--- config.mk ---
export PLATFORM = sky130hd
export DESIGN_NAME = dlychain_loader
export DESIGN_NICKNAME = d
export VERILOG_FILES = /design/src/rtl/dlychain_loader_pkg.sv /design/src/rtl/dlychain_loader_dlyclk_div.sv /design/src/rtl/dlychain_loader.sv
export SDC_FILE = /design/constraint.sdc
export NUM_CORES = 1
export LEC_CHECK = 0
export ABC_CLOCK_PERIOD_IN_PS = 4560
export BUFFER_PORTS_ARGS = -buffer_cell sky130_fd_sc_hd__buf_2
export CORE_MARGIN = 3
export CORE_UTILIZATION = 63
export CTS_CLUSTER_DIAMETER = 150
export DETAILED_ROUTE_END_ITERATION = 16
export PLACE_DENSITY = 0.83
export SYNTH_ARGS = -nofsm -noshare
export SYNTH_HDL_FRONTEND = slang
export SYNTH_SLANG_ARGS = --single-unit
--- constraint.sdc ---
create_clock -name CLKCMS -period 4.56 [get_ports CLKCMS]
set_clock_uncertainty 0.2 [all_clocks]
set_input_delay 0.456 -clock CLKCMS [delete_from_list [all_inputs] [get_ports CLKCMS]]
set_output_delay 0.456 -clock CLKCMS [all_outputs]
set_load 0.01 [all_outputs]
--- src/rtl/dlychain_loader_pkg.sv ---
// Shared definitions for the DMB delay-chain serial loader.
package dlychain_loader_pkg;

    typedef enum logic [2:0] {
        IDLE,
        SETUP,
        SHIFT,
        LATCH,
        GAP
    } state_e;

    localparam int unsigned NBITS   = 16;
    localparam int unsigned CBL_LSB = 0;
    localparam int unsigned FEB_LSB = 8;

endpackage

--- src/rtl/dlychain_loader_dlyclk_div.sv ---
// Phase counter: terminal-count pulse every CLKDIV cycles while enabled.
module dlyclk_div #(
    parameter int unsigned CLKDIV = 4
) (
    input  logic clk_i,
    input  logic rst_n_i,
    input  logic en_i,
    output logic tc_o,
    output logic pre_tc_o
);

    localparam int unsigned CW = 4;

    logic [CW-1:0] cnt_q;
    logic [CW-1:0] cnt_d;

    assign tc_o     = en_i && (cnt_q == CW'(CLKDIV - 1));
    // One cycle ahead of tc_o, so callers can register a strobe for the last cycle.
    assign pre_tc_o = en_i && (cnt_q == CW'(CLKDIV - 2));

    always_comb begin
        cnt_d = cnt_q;
        if (!en_i || tc_o) begin
            cnt_d = '0;
        end else begin
            cnt_d = cnt_q + CW'(1);
        end
    end

    always_ff @(posedge clk_i or negedge rst_n_i) begin
        if (!rst_n_i) begin
            cnt_q <= '0;
        end else begin
            cnt_q <= cnt_d;
        end
    end

endmodule

--- src/rtl/dlychain_loader.sv ---
// Serial loader for the daisy-chained cable / CFEB clock delay chips,
// with readback compare of the frame shifted back out of the chain.
module dlychain_loader #(
    parameter int unsigned CLKDIV = 4,
    parameter int unsigned NBITS  = dlychain_loader_pkg::NBITS
) (
    input  logic       CLKCMS,
    input  logic       RST_B,
    input  logic       START,
    input  logic [7:0] CABLEDLY,
    input  logic [4:0] FEBCLKDLY,
    input  logic       DLYSO,
    output logic       DLYCLK,
    output logic       DLYDATA,
    output logic       DLYEN_B,
    output logic       DLYLOAD,
    output logic       BUSY,
    output logic       DONE,
    output logic       MISMATCH,
    output logic [7:0] LOADCNT
);

    import dlychain_loader_pkg::*;

    localparam int unsigned BCW = $clog2(NBITS);
    localparam logic [BCW-1:0] BIT_LAST = BCW'(NBITS - 1);

    state_e           state_q, state_d;
    logic             phase_q, phase_d;
    logic [BCW-1:0]   bitcnt_q, bitcnt_d;
    logic [NBITS-1:0] sr_q, sr_d;
    logic [NBITS-1:0] rb_q, rb_d;
    logic [NBITS-1:0] cur_q, cur_d;
    logic [NBITS-1:0] prev_q, prev_d;
    logic             prev_valid_q, prev_valid_d;
    logic             pending_q, pending_d;
    logic             mismatch_q, mismatch_d;
    logic [7:0]       loadcnt_q, loadcnt_d;
    logic             start_q;
    logic             rise_q;
    logic             dlyclk_q, dlyclk_d;
    logic             dlydata_q, dlydata_d;
    logic             dlyen_b_q, dlyen_b_d;
    logic             dlyload_q, dlyload_d;
    logic             busy_q, busy_d;
    logic             done_q, done_d;

    logic             rise_now;
    logic             capture;
    logic             tc;
    logic             pre_tc;
    logic [NBITS-1:0] frame;

    dlyclk_div #(
        .CLKDIV (CLKDIV)
    ) u_div (
        .clk_i    (CLKCMS),
        .rst_n_i  (RST_B),
        .en_i     (state_q != IDLE),
        .tc_o     (tc),
        .pre_tc_o (pre_tc)
    );

    always_comb begin
        frame = '0;
        frame[CBL_LSB +: 8] = CABLEDLY;
        frame[FEB_LSB +: 5] = FEBCLKDLY;
    end

    // Idle loads start one cycle after the edge is seen (rise_q); while busy the
    // edge is acted on immediately so a rise in the DONE cycle chains without a BUSY gap.
    always_comb begin
        rise_now     = START & ~start_q;
        capture      = 1'b0;
        state_d      = state_q;
        phase_d      = phase_q;
        bitcnt_d     = bitcnt_q;
        sr_d         = sr_q;
        rb_d         = rb_q;
        cur_d        = cur_q;
        prev_d       = prev_q;
        prev_valid_d = prev_valid_q;
        pending_d    = pending_q;
        mismatch_d   = mismatch_q;
        loadcnt_d    = loadcnt_q;

        if ((state_q != IDLE) && rise_now) begin
            pending_d = 1'b1;
        end

        unique case (state_q)
            IDLE: begin
                if (rise_q) begin
                    capture = 1'b1;
                end
            end
            SETUP: begin
                if (tc) begin
                    state_d  = SHIFT;
                    phase_d  = 1'b0;
                    bitcnt_d = '0;
                end
            end
            SHIFT: begin
                if (tc) begin
                    if (!phase_q) begin
                        phase_d = 1'b1;
                        rb_d    = {rb_q[NBITS-2:0], DLYSO};
                    end else begin
                        phase_d = 1'b0;
                        sr_d    = {sr_q[NBITS-2:0], 1'b0};
                        if (bitcnt_q == BIT_LAST) begin
                            state_d = LATCH;
                        end else begin
                            bitcnt_d = bitcnt_q + BCW'(1);
                        end
                    end
                end
            end
            LATCH: begin
                if (tc) begin
                    state_d = GAP;
                end
            end
            GAP: begin
                if (tc) begin
                    loadcnt_d    = loadcnt_q + 8'd1;
                    if (prev_valid_q && (rb_q != prev_q)) begin
                        mismatch_d = 1'b1;
                    end
                    prev_d       = cur_q;
                    prev_valid_d = 1'b1;
                    pending_d    = 1'b0;
                    if (pending_q || rise_now) begin
                        capture = 1'b1;
                    end else begin
                        state_d = IDLE;
                    end
                end
            end
            default: state_d = IDLE;
        endcase

        if (capture) begin
            state_d = SETUP;
            sr_d    = frame;
            cur_d   = frame;
        end

        dlyclk_d  = (state_d == SHIFT) && phase_d;
        dlydata_d = ((state_d == SETUP) || (state_d == SHIFT)) && sr_d[NBITS-1];
        dlyen_b_d = !((state_d == SETUP) || (state_d == SHIFT));
        dlyload_d = (state_d == LATCH);
        busy_d    = (state_d != IDLE);
        done_d    = (state_q == GAP) && pre_tc;
    end

    always_ff @(posedge CLKCMS or negedge RST_B) begin
        if (!RST_B) begin
            state_q      <= IDLE;
            phase_q      <= 1'b0;
            bitcnt_q     <= '0;
            sr_q         <= '0;
            rb_q         <= '0;
            cur_q        <= '0;
            prev_q       <= '0;
            prev_valid_q <= 1'b0;
            pending_q    <= 1'b0;
            mismatch_q   <= 1'b0;
            loadcnt_q    <= '0;
            start_q      <= 1'b0;
            rise_q       <= 1'b0;
            dlyclk_q     <= 1'b0;
            dlydata_q    <= 1'b0;
            dlyen_b_q    <= 1'b1;
            dlyload_q    <= 1'b0;
            busy_q       <= 1'b0;
            done_q       <= 1'b0;
        end else begin
            state_q      <= state_d;
            phase_q      <= phase_d;
            bitcnt_q     <= bitcnt_d;
            sr_q         <= sr_d;
            rb_q         <= rb_d;
            cur_q        <= cur_d;
            prev_q       <= prev_d;
            prev_valid_q <= prev_valid_d;
            pending_q    <= pending_d;
            mismatch_q   <= mismatch_d;
            loadcnt_q    <= loadcnt_d;
            start_q      <= START;
            rise_q       <= rise_now;
            dlyclk_q     <= dlyclk_d;
            dlydata_q    <= dlydata_d;
            dlyen_b_q    <= dlyen_b_d;
            dlyload_q    <= dlyload_d;
            busy_q       <= busy_d;
            done_q       <= done_d;
        end
    end

    assign DLYCLK   = dlyclk_q;
    assign DLYDATA  = dlydata_q;
    assign DLYEN_B  = dlyen_b_q;
    assign DLYLOAD  = dlyload_q;
    assign BUSY     = busy_q;
    assign DONE     = done_q;
    assign MISMATCH = mismatch_q;
    assign LOADCNT  = loadcnt_q;

endmodule
# After elaboration in Yosys (flattened, before gate mapping)
# Cells that the tools add are included.
[op_classes]
n_addsub = 3
n_eq_ne = 15
muxes = 30
n_bitwise = 3
reduce_logical = 24
[ops]
columns = ["cell", "n"]
rows = [
  ["16-bit two-way mux", 4],
  ["3-bit two-way mux", 8],
  ["4-bit two-way mux", 5],
  ["16-bit by 13-bit inequality test with 1-bit output", 1],
  ["3-bit case mux with 5 select lines", 1],
  ["3-bit by 2-bit equality test with 1-bit output (second input constant)", 4],
  ["1-bit two-way mux", 9],
  ["3-bit AND reduction", 3],
  ["4-bit by 1-bit adder with 4-bit output (second input constant)", 2],
  ["8-bit by 1-bit adder with 8-bit output (second input constant)", 1],
  ["4-bit by 2-bit equality test with 1-bit output (second input constant)", 2],
  ["4-bit case mux with 2 select lines", 1],
  ["2-bit nonzero test", 4],
  ["1-bit logical AND", 7],
  ["3-bit by 1-bit equality test with 1-bit output (second input constant)", 2],
  ["3-bit nonzero test", 2],
  ["5-bit AND reduction", 1],
  ["4-bit equality test (second input constant)", 1],
  ["2-bit by 1-bit inequality test with 1-bit output (second input constant)", 2],
  ["2-bit inequality test (second input constant)", 2],
  ["1-bit case mux with 2 select lines", 2],
  ["3-bit equality test (second input constant)", 1],
  ["3-bit logical NOT", 1],
  ["1-bit logical OR", 3],
  ["4 further kinds", 6],
]
[word_totals]
regBits = 89
output_inout_bits = 15
word_cells = 96

# Longest topological paths before layout
# Gate-level depths: netlist of run 1.
[logic_depth]
depth_word = 10
mapped_depth = 11
mapped_depth_nobuf = 10

# Hierarchy
# From an unflattened synthesis of run 1, not the netlist that was laid out.
[hier_totals]
cells_unflattened = 297
area_unflattened_um2 = 3942.5
[by_module_without_submodules]
columns = ["module", "n_inst", "cells_each", "area_each_um2", "seq_area_each_um2"]
rows = [
  ["dlychain_loader", 1, 277, 3728.6, 2128.3],
  ["dlyclk_div", 1, 20, 214.0, 100.1],
]

# Worst setup path after synthesis of run 1
# OpenSTA, ideal clock, no wires.
[synth_timing]
path_type = "reg2reg"
from = "register u_div.cnt_q[0]"
to = "register rb_q[10]"
t_arrival_ns = 2.537
required_ns = 4.235
setup_slack_ns = 1.698
path_stages_with_launch = 10
path_buffers = 3
synth_period_minus_slack_ns = 2.862
path_cell_list = "dfrtp_1 > ha_1 > or3b_2 > buf_2 > nor2_1 > ha_1 > and4_1 > clkbuf_1 > buf_1 > mux2_2"
[synth_between]
elab_chain_len = 3
[synth_lines]
columns = ["element", "line_no", "text"]
rows = [
  ["from (decl)", "dlychain_loader_dlyclk_div.sv:14", "logic [CW-1:0] cnt_q;"],
  ["from (signal assigned)", "dlychain_loader_dlyclk_div.sv:34", "cnt_q <= cnt_d;"],
  ["4-bit by 2-bit equality test with 1-bit output", "dlychain_loader_dlyclk_div.sv:17", "assign tc_o = en_i && (cnt_q == CW'(CLKDIV - 1));"],
  ["1-bit logical AND", "dlychain_loader_dlyclk_div.sv:17", ""],
  ["3-bit AND reduction (no line)", "n/a", ""],
  ["to (signal assigned)", "dlychain_loader.sv:184", "rb_q <= rb_d;"],
  ["to (decl)", "dlychain_loader.sv:32", "logic [NBITS-1:0] rb_q, rb_d;"],
]
# Every way passes these cells.
# A chain may end at the register's enable or synchronous reset.

# Worst setup path after layout of run 1
[layout_timing]
from = "register state_q[2]"
to = "register sr_q[6]"
[layout_between]
elab_chain_len = 6
elab_cells_between_ends = 12
cone_classes = "eq/ne: 2; mux: 3; reduce/logical: 7"
[layout_lines]
columns = ["element", "line_no", "text"]
rows = [
  ["from (decl)", "dlychain_loader.sv:28", "state_e state_q, state_d;"],
  ["from (signal assigned)", "dlychain_loader.sv:180", "state_q <= state_d;"],
  ["3-bit nonzero test", "dlychain_loader.sv:59", ".en_i (state_q != IDLE),"],
  ["1-bit logical AND", "dlychain_loader_dlyclk_div.sv:17", ""],
  ["1-bit two-way mux", "dlychain_loader.sv:126", "if (tc) begin"],
  ["1-bit case mux with 2 select lines", "dlychain_loader.sv:91", "unique case (state_q)"],
  ["2-bit nonzero test (no line)", "n/a", ""],
  ["3-bit AND reduction (no line)", "n/a", ""],
  ["to (signal assigned)", "dlychain_loader.sv:183", "sr_q <= sr_d;"],
  ["to (decl)", "dlychain_loader.sv:31", "logic [NBITS-1:0] sr_q, sr_d;"],
]
# Parallel ways exist; a longest one is shown, timed or not.

==> results of run 1 <==
sequential cells by signal (all words and copies together) (netlist names), 3 cells and up:
| signal | cells |
|---|---|
| state_q | 3 |
| LOADCNT | 8 |
| cur_q | 13 |
| prev_q | 13 |
| sr_q | 16 |
| u_div.cnt_q | 4 |
| bitcnt_q | 4 |
| rb_q | 16 |
kinds of logic (layout without fill, tap and decap cells):
kind of cell	Yosys count	in the layout	synth area share (%)
fa+ha+maj	6	6	1.974
compound gates	30	30	4.870
mux	31	31	8.687
buf+inv	22	55	2.863
flops	89	89	58.60
xor+xnor	24	24	5.528
simple gates	149	149	17.47
synthesized netlist by cell type (all sizes together):
cell     n  area, um2
a21oi    4      20.02
a31o     1      8.760
a31oi    2      12.51
a32o     1      10.01
and3     5      31.28
and4     2      17.52
buf     11      67.56
clkbuf   5      18.77
dfrtp   88       2202
dfstp    1      26.28
ha       6      75.07
inv      6      22.52
mux2    16      180.2
mux2i   15      150.1
nand2   92      345.3
nand2b   1      6.260
nand3    9      45.04
nand3b   2      15.01
nand4    4      25.02
nor2    17      63.81
nor2b    4      25.02
nor3     3      15.01
nor3b    2      15.01
nor4     4      25.02
nor4b    1      8.760
o21a     1      15.01
o21ai   17      88.84
o21bai   1      7.510
o22ai    2      12.51
o311a    1      10.01
or3b     3      26.28
xnor2   16      140.1
xor2     8      70.07
layout make-up:
type	instances	share of cell area, %
multi-input cells	240	35.05
well taps	72	2.140
clock buffers	12	3.448
inverters	6	0.5351
repair buffers	34	4.340
flip-flops and latches	89	52.94
clock inverters	3	1.546
final timing paths:
check / from / endpoint / cells after the start
min reg2reg: cur_q[4] / prev_q[4] / 2
max in group asynchronous: RST_B / cur_q[12] / 1
min in group CLKCMS: FEBCLKDLY[0] / cur_q[8] / 3
min: RST_B / LOADCNT[4] / 1
max: state_q[2] / sr_q[6] / 5
max reg2reg: state_q[2] / sr_q[6] / 5
metrics by stage:
stage | utilization [%] | cells | area, um2 | hold slack (ps) | power [uW]
detailed placement | 70.28 | 440 | 3989 | 256.7 | 869.0
global placement | 70.28 | 440 | 3989 | 247.0 | 867.1
floorplan | - | 351 | 3802 | -39.59 | 840.1
finish | 74.16 | 456 | 4209 | 99.76 | 1428
CTS | 73.99 | 455 | 4199 | 4.756 | 1443
global route | 74.16 | 456 | 4209 | 113.6 | 1486
layer usage:
layer	vias to the layer above	share of wire, %
met2	47	48
met3	11	2.9
li1	1232	-
met1	1262	47
met4	0	1.7
met5	-	0
worst register-to-register path, delay by kind of cell (launching register included):
kind             cells  cell delay (ps)
AO/OA/AOI/OAI        2             1090
flip-flops           1              510
AND/OR/NAND/NOR      3             1300
power by group through the flow:
| stage | Clock, uW | Sequential [uW] | Combinational (uW) |
|---|---|---|---|
| after detailed placement | 0 | 828 | 40.8 |
| after CTS | 590 | 813 | 41.2 |
| final | 575 | 813 | 40.4 |
| after floorplan | 0 | 826 | 14.5 |
| after global placement | 0 | 828 | 39.2 |
| after global routing | 624 | 814 | 47.0 |
==> flow_summary.rst, run 1 <==
.. list-table::
   :header-rows: 1

   * - Metric
     - Value
   * - Average wire length per cell after detail routing
     - 15.57 um
   * - Ratio of cells with drive above 1 in the final layout
     - 17.97%
   * - Via count
     - 2,552
   * - Cell seen most often among critical-path stages
     - sky130_fd_sc_hd__or3b_1
   * - Total number of yosys warnings
     - 0
   * - Leak pwr
     - 0.002063 uW
   * - Clock insertion delay at the later pin of the skew report
     - 340 ps
   * - Worst slew margin relative to its limit
     - 27.37%
   * - Maximum single-stage delay on the critical path
     - 940 ps
   * - Endpoints failing hold
     - 0
   * - # hold bufs at CTS
     - 0
   * - Horiz. Die Dim
     - 83.69 um
   * - Seq pwr share
     - 56.9%
   * - Most frequent standard cell in the layout excluding fill and tap cells
     - sky130_fd_sc_hd__nand2_1
   * - Pre-Repair DR Iteration Count
     - 4
   * - Global Route met1 Usage
     - 31.20%
   * - Number of cells upsized or downsized after cts
     - 0
   * - Final slew viol count
     - 0
   * - Switch share
     - 20.27%
   * - Sw power
     - 289.5 uW
   * - Y dimension of the die
     - 83.69 um
   * - Final Wtd Congestion
     - 0.8735
   * - Power density over cell area
     - 339.3 nW/um2
   * - Setup slack, reg-to-reg
     - 1380 ps
   * - Ratio of routed vias to standard cells
     - 5.596
   * - CTS buffer count
     - 9
   * - Category of cells accounting for the largest share of critical-path delay
     - simple AND/OR/NAND/NOR gates
   * - Filler cell count
     - 403
   * - Min-delay worst type
     - in -> async
   * - Startpoint type of the worst setup path
     - flop
   * - Count of pins on the block boundary
     - 32
   * - Avg Cell Area, Syn
     - 10.83 um2
   * - Type of the setup path with the least slack
     - reg -> reg
   * - Starting density of the core
     - 67.00%
   * - Synthesized flop and latch total
     - 89
   * - Combinational share of power
     - 2.8%
   * - Post-CTS Repair Setup Buffers
     - 0
   * - Data required, critical path
     - 4620 ps
   * - Num Clock Sinks
     - 89
   * - Relative contribution of the clock network to total power
     - 40.2%
   * - Total Nets Final
     - 403
   * - Core Footprint
     - 5675 um2
   * - Post-route clock period utilization
     - 69.65%
   * - Overall global routing resource usage
     - 22.33%
   * - Cells after Synth
     - 351
   * - Highest clock rate
     - 314.9 MHz
   * - Sum of negative setup slack
     - 0 ps
   * - Clock transition at the registers of the reported paths
     - 80 ps
   * - Outcome
     - finished, final reports clean
   * - Number of global-route vias before repair
     - 2,534
   * - Final worst path period need
     - 3176 ps
   * - Syn nets
     - 374
   * - Post-placement setup slack
     - 1408 ps
   * - Total standard cell area after synthesis
     - 3802 um2
   * - Pin count of the biggest net entering global routing
     - 90
   * - Area growth from synthesis to final layout
     - 10.69%
   * - HPWL after detailed placement
     - 4762 um
   * - H-tree depth reported by CTS
     - 3
   * - Chain of cells forming the critical path
     - or3b_1 -> or3b_1 -> o21ai_2 -> nand2_1 -> o21ai_0
   * - Sequential-to-total area share from yosys stat
     - 58.60%
   * - Root Buffer
     - sky130_fd_sc_hd__clkbuf_8
   * - Floorplan die area
     - 7004 um2
   * - Cell Int Power
     - 1139 uW
   * - DRC marker count from the first detailed-route iteration
     - 184
   * - Count of unique library cells instantiated by Yosys
     - 38
   * - Number of buffers and inverters on the critical path
     - 0
   * - Final antenna-violating net count
     - 0
   * - First-pass GRT wire length
     - 12,360 um
   * - GR Layer Usage met3
     - 4.047%
   * - Worst-path maximum fanout
     - 30
   * - Footprint of the flip-flops and latches
     - 2228 um2
   * - Peak-usage layer in the global routing report
     - met2
   * - Met2 track utilization from global routing
     - 34.71%
   * - Most used cells in the layout excluding fill and tap cells
     - 92 x sky130_fd_sc_hd__nand2_1, 88 x sky130_fd_sc_hd__dfrtp_1, 30 x sky130_fd_sc_hd__buf_2
   * - Grt total ovfl
     - 0
   * - IR Drop Worst-Case VDD
     - 0.0003267 V
   * - Worst path arrival time
     - 3230 ps
   * - Core Rows
     - 27
   * - Inserted Diodes
     - 0
   * - Drt drc
     - 0
   * - Maximum root-to-sink buffer count
     - 2
   * - Number of violations of the max-capacitance limit
     - 0
   * - Number of buffer cells added on primary ports
     - 31
   * - Antenna violations before repair
     - 0
   * - Critical Path Slowest Stage Cell
     - sky130_fd_sc_hd__o21ai_2
   * - Multi-input combinational cell area
     - 1475 um2
   * - Final setup violation count
     - 0
   * - Critical Path End Type
     - flop
   * - Final setup slack of the worst path
     - 1384 ps
   * - Setup repair after global routing missed its margin
     - no
   * - Transition at the pin with the smallest max-transition slack
     - 1089 ps
   * - Final WL
     - 7099 um
   * - TritonCTS clock tree
     - built
Note: power is estimated with default switching activity, not from simulation.
==> run 2, diff against run 1 <==
Settings changed: ABC_AREA set to 1, ABC_CLOCK_PERIOD_IN_PS 4560 to 2670, CORE_UTILIZATION 63 to 54, PLACE_DENSITY 0.83 to 0.76.
Clock period 4.56 ns to 2.67 ns, I/O delays scaled along.
==> run 2 against run 1 <==
- non-clock buffer count grew 19
- wire length grew 7.3%
- cell area grew 12%
- combinational power grew to 30 times the previous value
==> flow_summary.rst, run 2 <==
.. list-table::
   :header-rows: 1

   * - Metric
     - Value
   * - Leak pwr
     - 0.002449 uW
   * - Sequential-to-total area share from yosys stat
     - 54.28%
   * - Number of global-route vias before repair
     - 2,998
   * - Core Rows
     - 31
   * - Number of flops mapped to enable cells by yosys
     - 0
   * - Filler cell count
     - 595
   * - Avg Cell Area, Syn
     - 9.204 um2
   * - Final setup violation count
     - 0
   * - Sum of negative setup slack
     - 0 ps
   * - Count of unique library cells instantiated by Yosys
     - 35
   * - Top flop regs
     - rb_q x16, sr_q x16
   * - Seq pwr share
     - 48.3%
   * - Most used cells in the layout excluding fill and tap cells
     - 115 x sky130_fd_sc_hd__nand2_1, 88 x sky130_fd_sc_hd__dfrtp_1, 49 x sky130_fd_sc_hd__inv_1
   * - Final slew viol count
     - 0
   * - Clock transition at the registers of the reported paths
     - 80 ps
   * - Core Footprint
     - 7331 um2
   * - Setup repair after global routing missed its margin
     - no
   * - Root Buffer
     - sky130_fd_sc_hd__clkbuf_8
   * - Floorplan die area
     - 8684 um2
   * - Combinational share of power
     - 29.5%
   * - Number of buffers and inverters on the critical path
     - 1
   * - Synth top cells by count
     - 115 x sky130_fd_sc_hd__nand2_1, 88 x sky130_fd_sc_hd__dfrtp_1, 49 x sky130_fd_sc_hd__inv_1
   * - Number of cells upsized or downsized after cts
     - 0
   * - Footprint of the flip-flops and latches
     - 2228 um2
   * - Startpoint of the tightest hold check path
     - start_q
   * - Power density over cell area
     - 882.4 nW/um2
   * - Total standard cell area after synthesis
     - 4105 um2
   * - Worst path arrival time
     - 2270 ps
   * - Final Wtd Congestion
     - 0.8592
   * - First-pass GRT wire length
     - 13,570 um
   * - Relative contribution of the clock network to total power
     - 22.2%
   * - Highest clock rate
     - 447.9 MHz
   * - Area growth from synthesis to final layout
     - 14.42%
   * - Post-route clock period utilization
     - 83.63%
   * - Share of Yosys cell area claimed by the top area cell type
     - 53.64%
   * - IR Drop Worst-Case VDD
     - 0.0004737 V
   * - Sw power
     - 1477 uW
   * - Post-CTS Repair Setup Buffers
     - 0
   * - Share of synthesized flip-flops with an asynchronous set or reset
     - 100.0%
   * - Most repeated cell in the gate-level netlist after synthesis
     - sky130_fd_sc_hd__nand2_1
   * - Final worst path period need
     - 2233 ps
   * - Drt drc
     - 0
   * - Most frequent standard cell in the layout excluding fill and tap cells
     - sky130_fd_sc_hd__nand2_1
   * - Count of pins on the block boundary
     - 32
   * - Maximum single-stage delay on the critical path
     - 390 ps
   * - Total number of yosys warnings
     - 0
   * - Maximum root-to-sink buffer count
     - 2
   * - Worst setup path startpoint
     - u_div.cnt_q[0]
   * - Cell taking the most area after synthesis
     - sky130_fd_sc_hd__dfrtp_1
   * - TritonCTS clock tree
     - built
   * - Final antenna-violating net count
     - 0
   * - Type of the setup path with the least slack
     - reg -> reg
   * - DRC marker count from the first detailed-route iteration
     - 172
   * - Total Nets Final
     - 522
   * - Worst slew margin relative to its limit
     - 51.76%
   * - Startpoint type of the worst setup path
     - flop
   * - Syn nets
     - 469
   * - Antenna violations before repair
     - 0
   * - Clock insertion delay at the later pin of the skew report
     - 360 ps
   * - Number of buffer cells added on primary ports
     - 31
   * - Cell seen most often among critical-path stages
     - sky130_fd_sc_hd__ha_1
   * - Ratio of routed vias to standard cells
     - 4.960
   * - Critical Path End Type
     - flop
   * - Starting density of the core
     - 56.00%
   * - Transition at the pin with the smallest max-transition slack
     - 723.7 ps
   * - Chain of cells forming the critical path
     - ha_1 -> nand2_2 -> nor2_4 -> ha_1 -> nand2_1 -> buf_4 -> nor2_1 -> a21oi_1
   * - Critical Path Slowest Stage Cell
     - sky130_fd_sc_hd__dfrtp_1
   * - H-tree depth reported by CTS
     - 3
   * - Min-delay worst type
     - reg -> reg
   * - # hold bufs at CTS
     - 16
   * - Pin count of the biggest net entering global routing
     - 58
   * - Overall global routing resource usage
     - 19.67%
   * - Y dimension of the die
     - 93.19 um
   * - CTS buffer count
     - 9
   * - Data required, critical path
     - 2710 ps
   * - Category of cells accounting for the largest share of critical-path delay
     - simple AND/OR/NAND/NOR gates
   * - Switch share
     - 35.64%
   * - Horiz. Die Dim
     - 93.19 um
   * - Worst-path maximum fanout
     - 16
   * - Number of violations of the max-capacitance limit
     - 0
   * - Synthesized flop and latch total
     - 89
   * - Cells after Synth
     - 446
   * - Multi-input combinational cell area
     - 1577 um2
   * - Num Clock Sinks
     - 89
   * - Average wire length per cell after detail routing
     - 12.63 um
   * - Post-synth top flop
     - sky130_fd_sc_hd__dfrtp_1
   * - Via count
     - 2,991
   * - Inserted Diodes
     - 0
   * - Ratio of cells with drive above 1 in the final layout
     - 21.83%
   * - Endpoints failing hold
     - 0
   * - Overall power of the completed layout
     - 4145 uW
   * - Cell Int Power
     - 2668 uW
   * - HPWL after detailed placement
     - 5390 um
   * - Dominant cells by area after synthesis
     - sky130_fd_sc_hd__dfrtp_1 54%, sky130_fd_sc_hd__nand2_1 11%, sky130_fd_sc_hd__inv_1 4.5%, sky130_fd_sc_hd__o21ai_0 4.3%, sky130_fd_sc_hd__nand2_2 3.5%
   * - Outcome
     - finished, final reports clean
   * - Pre-Repair DR Iteration Count
     - 5
   * - Grt total ovfl
     - 0
   * - Final WL
     - 7615 um
   * - Reg2reg start
     - u_div.cnt_q[0]
==> run 2: power by group through the flow <==
stage / clock network, uW / registers [uW] / logic, uW
6_report: 922 / 2000 / 1220
2_1_floorplan: 0 / 1970 / 958
3_5_place_dp: 0 / 2020 / 1210
3_3_place_gp: 0 / 2000 / 1160
5_1_grt: 1000 / 2050 / 1420
4_1_cts: 941 / 2000 / 1240
==> run 2: logic make-up (layout without fill, tap and decap cells) <==
| kind of cell | count (synthesis) | after routing | synth area share [%] |
|---|---|---|---|
| mux | 3 | 3 | 0.8229 |
| simple gates | 215 | 215 | 25.45 |
| buf+inv | 65 | 123 | 7.315 |
| xor+xnor | 12 | 12 | 2.560 |
| fa+ha+maj | 6 | 6 | 1.829 |
| compound gates | 56 | 56 | 7.742 |
| flops | 89 | 89 | 54.28 |
==> run 2: area by class of cell <==
type,count,share of cell area [%]
clock inverters,4,1.119
clock buffers,12,3.090
flip-flops and latches,89,47.44
well taps,99,2.637
inverters,54,4.422
multi-input cells,292,33.56
repair buffers,53,7.725
==> run 2: worst reg2reg max path: cells and delay by family, from the launching register on <==
| family | cells | cell delay, ps |
|---|---|---|
| flip-flops | 1 | 390 |
| AND/OR/NAND/NOR | 4 | 740 |
| buffers and inverters | 1 | 320 |
| AO/OA/AOI/OAI | 1 | 50 |
| adder cells (fa/ha/maj) | 2 | 430 |
==> run 2: per-layer routing <==
| metal | GRT usage, % | up-vias | wire length [um] |
|---|---|---|---|
| met5 | 0 | - | 0 |
| met4 | 7.814 | 0 | 119 |
| met3 | 2.735 | 10 | 219 |
| met2 | 31.25 | 47 | 3618 |
| met1 | 27.44 | 1436 | 3659 |
| li1 | - | 1498 | - |
==> run 2: stage by stage <==
stage	instances	setup WS [ps]	instance area, um2	hold slack, ps	utilization [%]
finish	603	437.2	4697	244.0	64.07
global route	603	211.2	4697	252.7	64.07
CTS	603	434.8	4697	240.4	64.07
detailed placement	571	445.5	4339	172.0	59.19
global placement	571	537.9	4339	160.0	59.19
floorplan	446	742.0	4105	-228.6	-
==> run 2: path summary, 6_finish.rpt <==
check	endpoint	slack [ps]	depth (start not counted)
setup reg to reg	rb_q[0]	440	8
min in group asynchronous	LOADCNT[5]	310	2
hold / removal	rise_q	240	1
setup / recovery	rb_q[0]	440	8
hold reg to reg	rise_q	240	1
max in group asynchronous	DLYEN_B	1200	3
==> run 3, diff against run 2 <==
Settings changed: ABC_AREA 1 to 0, ABC_CLOCK_PERIOD_IN_PS 2670 to 2050, CORE_UTILIZATION 54 to 53, PLACE_DENSITY 0.76 to 0.75.
Clock period 2.67 ns to 2.05 ns, I/O delays scaled along.
==> run 3 against run 2 <==
- the flow now finishes with violations (negative setup slack)
- critical path depth fell by 1
- hold slack lost 99 ps
- core utilization is 13 points higher
- sequential share of layout area decreased by 5.5 points
- die area decreased by 5.3%
- sequential power shrank 9%
- via count fell by 1.6%
- total power shrank 23%
- wire length increased by 31%
==> flow_summary.rst, run 3 (synthesis gave the netlist of run 1 again) <==
.. list-table::
   :header-rows: 1

   * - Metric
     - Value
   * - Sw power
     - 724.4 uW
   * - Final WL
     - 9968 um
   * - Number of violations of the max-capacitance limit
     - 0
   * - Min Hold Slack
     - 144.5 ps
   * - Startpoint type of the worst setup path
     - flop
   * - Starting density of the core
     - 55.36%
   * - CTS buffer count
     - 9
   * - Filler cell count
     - 395
   * - Cell Int Power
     - 2487 uW
   * - Critical Path Slowest Stage Cell
     - sky130_fd_sc_hd__dfrtp_1
   * - Worst setup path startpoint
     - u_div.cnt_q[0]
   * - Total Nets Final
     - 462
   * - Overall power of the completed layout
     - 3211 uW
   * - Number of buffers and inverters on the critical path
     - 2
   * - Average wire length per cell after detail routing
     - 18.46 um
   * - Ratio of routed vias to standard cells
     - 5.450
   * - Power density over cell area
     - 604.8 nW/um2
   * - Antenna violations before repair
     - 0
   * - Leak pwr
     - 0.002579 uW
   * - Endpoints failing hold
     - 0
   * - Post-placement setup slack
     - -243.1 ps
   * - Footprint of the flip-flops and latches
     - 2228 um2
   * - Y dimension of the die
     - 90.70 um
   * - Data required, critical path
     - 2090 ps
   * - Number of buffer cells added on primary ports
     - 31
   * - Floorplan die area
     - 8226 um2
   * - DRC marker count from the first detailed-route iteration
     - 244
   * - HPWL after detailed placement
     - 5150 um
   * - Final Wtd Congestion
     - 0.8328
   * - H-tree depth reported by CTS
     - 3
   * - IR Drop Worst-Case VDD
     - 0.0005159 V
   * - Count of pins on the block boundary
     - 32
   * - Root Buffer
     - sky130_fd_sc_hd__clkbuf_8
   * - Failing checks
     - negative setup slack
   * - Maximum root-to-sink buffer count
     - 2
   * - Worst slew margin relative to its limit
     - 68.46%
   * - Final slew viol count
     - 0
   * - Min-delay worst type
     - in -> async
   * - Core Rows
     - 30
   * - Area growth from synthesis to final layout
     - 39.65%
   * - Clock transition at the registers of the reported paths
     - 80 ps
   * - Reg2reg start
     - u_div.cnt_q[0]
   * - TritonCTS clock tree
     - built
   * - Chain of cells forming the critical path
     - ha_4 -> or3b_4 -> buf_6 -> nor3_4 -> buf_12 -> mux2i_1 -> o21ai_2
   * - Overall global routing resource usage
     - 20.21%
   * - Outcome
     - finished with violations
   * - Most frequent standard cell in the layout excluding fill and tap cells
     - sky130_fd_sc_hd__dfrtp_1
   * - Top flop regs
     - rb_q x16, sr_q x16
   * - Final antenna-violating net count
     - 0
   * - Non-Filler Instances
     - 540
   * - Switch share
     - 22.56%
   * - Number of global-route vias before repair
     - 2,650
   * - Critical Path End Type
     - flop
   * - Pre-Repair DR Iteration Count
     - 4
   * - First-pass GRT wire length
     - 13,090 um
   * - Num Clock Sinks
     - 89
   * - Transition at the pin with the smallest max-transition slack
     - 473.1 ps
   * - Type of the setup path with the least slack
     - reg -> reg
   * - Inserted Diodes
     - 0
   * - Setup slack, reg-to-reg
     - -260 ps
   * - Highest clock rate
     - 432.3 MHz
   * - Clock insertion delay at the later pin of the skew report
     - 360 ps
   * - Grt total ovfl
     - 0
   * - Final worst path period need
     - 2313 ps
   * - Final setup slack of the worst path
     - -263.4 ps
   * - Worst-path maximum fanout
     - 8
   * - Maximum single-stage delay on the critical path
     - 400 ps
   * - Final setup violation count
     - 55
   * - Category of cells accounting for the largest share of critical-path delay
     - simple AND/OR/NAND/NOR gates
   * - Post-placement cell count
     - 494
   * - Multi-input combinational cell area
     - 1899 um2
   * - Post-route clock period utilization
     - 112.8%
   * - Core Footprint
     - 6869 um2
   * - Ratio of cells with drive above 1 in the final layout
     - 40.09%
   * - Relative contribution of the clock network to total power
     - 38.6%
   * - Setup repair after global routing missed its margin
     - yes
   * - Horiz. Die Dim
     - 90.70 um
   * - Drt drc
     - 0
   * - Most used cells in the layout excluding fill and tap cells
     - 88 x sky130_fd_sc_hd__dfrtp_1, 57 x sky130_fd_sc_hd__nand2_1, 32 x sky130_fd_sc_hd__buf_4
   * - Worst path arrival time
     - 2360 ps
   * - Pin count of the biggest net entering global routing
     - 36
   * - Via count
     - 2,943
   * - Seq pwr share
     - 56.6%
   * - Combinational share of power
     - 4.8%
[run 3: repair_timing]
| action | CTS | global route |
|---|---|---|
| buffers inserted | 3 | 6 |
| gates cloned | 1 | 5 |
| endpoints found under the hold margin | 92 | 0 |
| pin swaps | 6 | 35 |
| endpoints found under the setup margin | 55 | 59 |
| resized for setup | 16 | 97 |
| hold buffers | 16 | 0 |
[run 3: worst reg2reg max path: cells and delay by family, from the launching register on]
kind | cells | cell delay (ps)
adder cells (fa/ha/maj) | 1 | 160
AND/OR/NAND/NOR | 2 | 700
buffers and inverters | 2 | 360
multiplexers | 1 | 300
AO/OA/AOI/OAI | 1 | 90
flip-flops | 1 | 400
[run 3: layout make-up]
cell class	count	area share, %
sequential	89	41.97
multi-input combinational	240	35.77
timing repair buffer	93	15.72
clock buffer	11	2.851
tap	96	2.262
clock inverter	5	1.013
inverter	6	0.4241
[run 3: power by group through the flow]
stage	sequential, uW	clock [uW]	combinational (uW)
after floorplan	1840	0	32.9
after global placement	1840	0	96.5
after detailed placement	1840	0	101
after CTS	1810	1250	127
after global routing	1820	1330	170
final	1820	1240	155
[run 3: per-stage QoR]
step | area, um2 | TNS [ps] | util, %
after floorplan | 3920 | -6815 | -
after global placement | 4364 | -3765 | 63.53
after detailed placement | 4364 | -6471 | 63.53
after CTS | 4835 | -6161 | 70.38
after global routing | 5310 | -12330 | 77.30
final | 5310 | -9613 | 77.30
[run 3: layer usage]
metal  global-route usage [%]  routed length [um]  part of all wire, %  vias to the layer above
li1                         -                   -                    -                     1351
met1                    28.09                4140                   42                     1468
met2                    31.62                5129                   51                      106
met3                    4.833                 480                  4.8                       18
met4                    6.122                 217                  2.2                        0
met5                        0                   0                    0                        -
[run 3: worst paths after layout]
check	to	cells past startpoint
max	sr_q[6]	7
min	start_q	2
max reg2reg	sr_q[6]	7
min reg2reg	MISMATCH	1
max in group asynchronous	DLYEN_B	3
min in group CLKCMS	MISMATCH	1
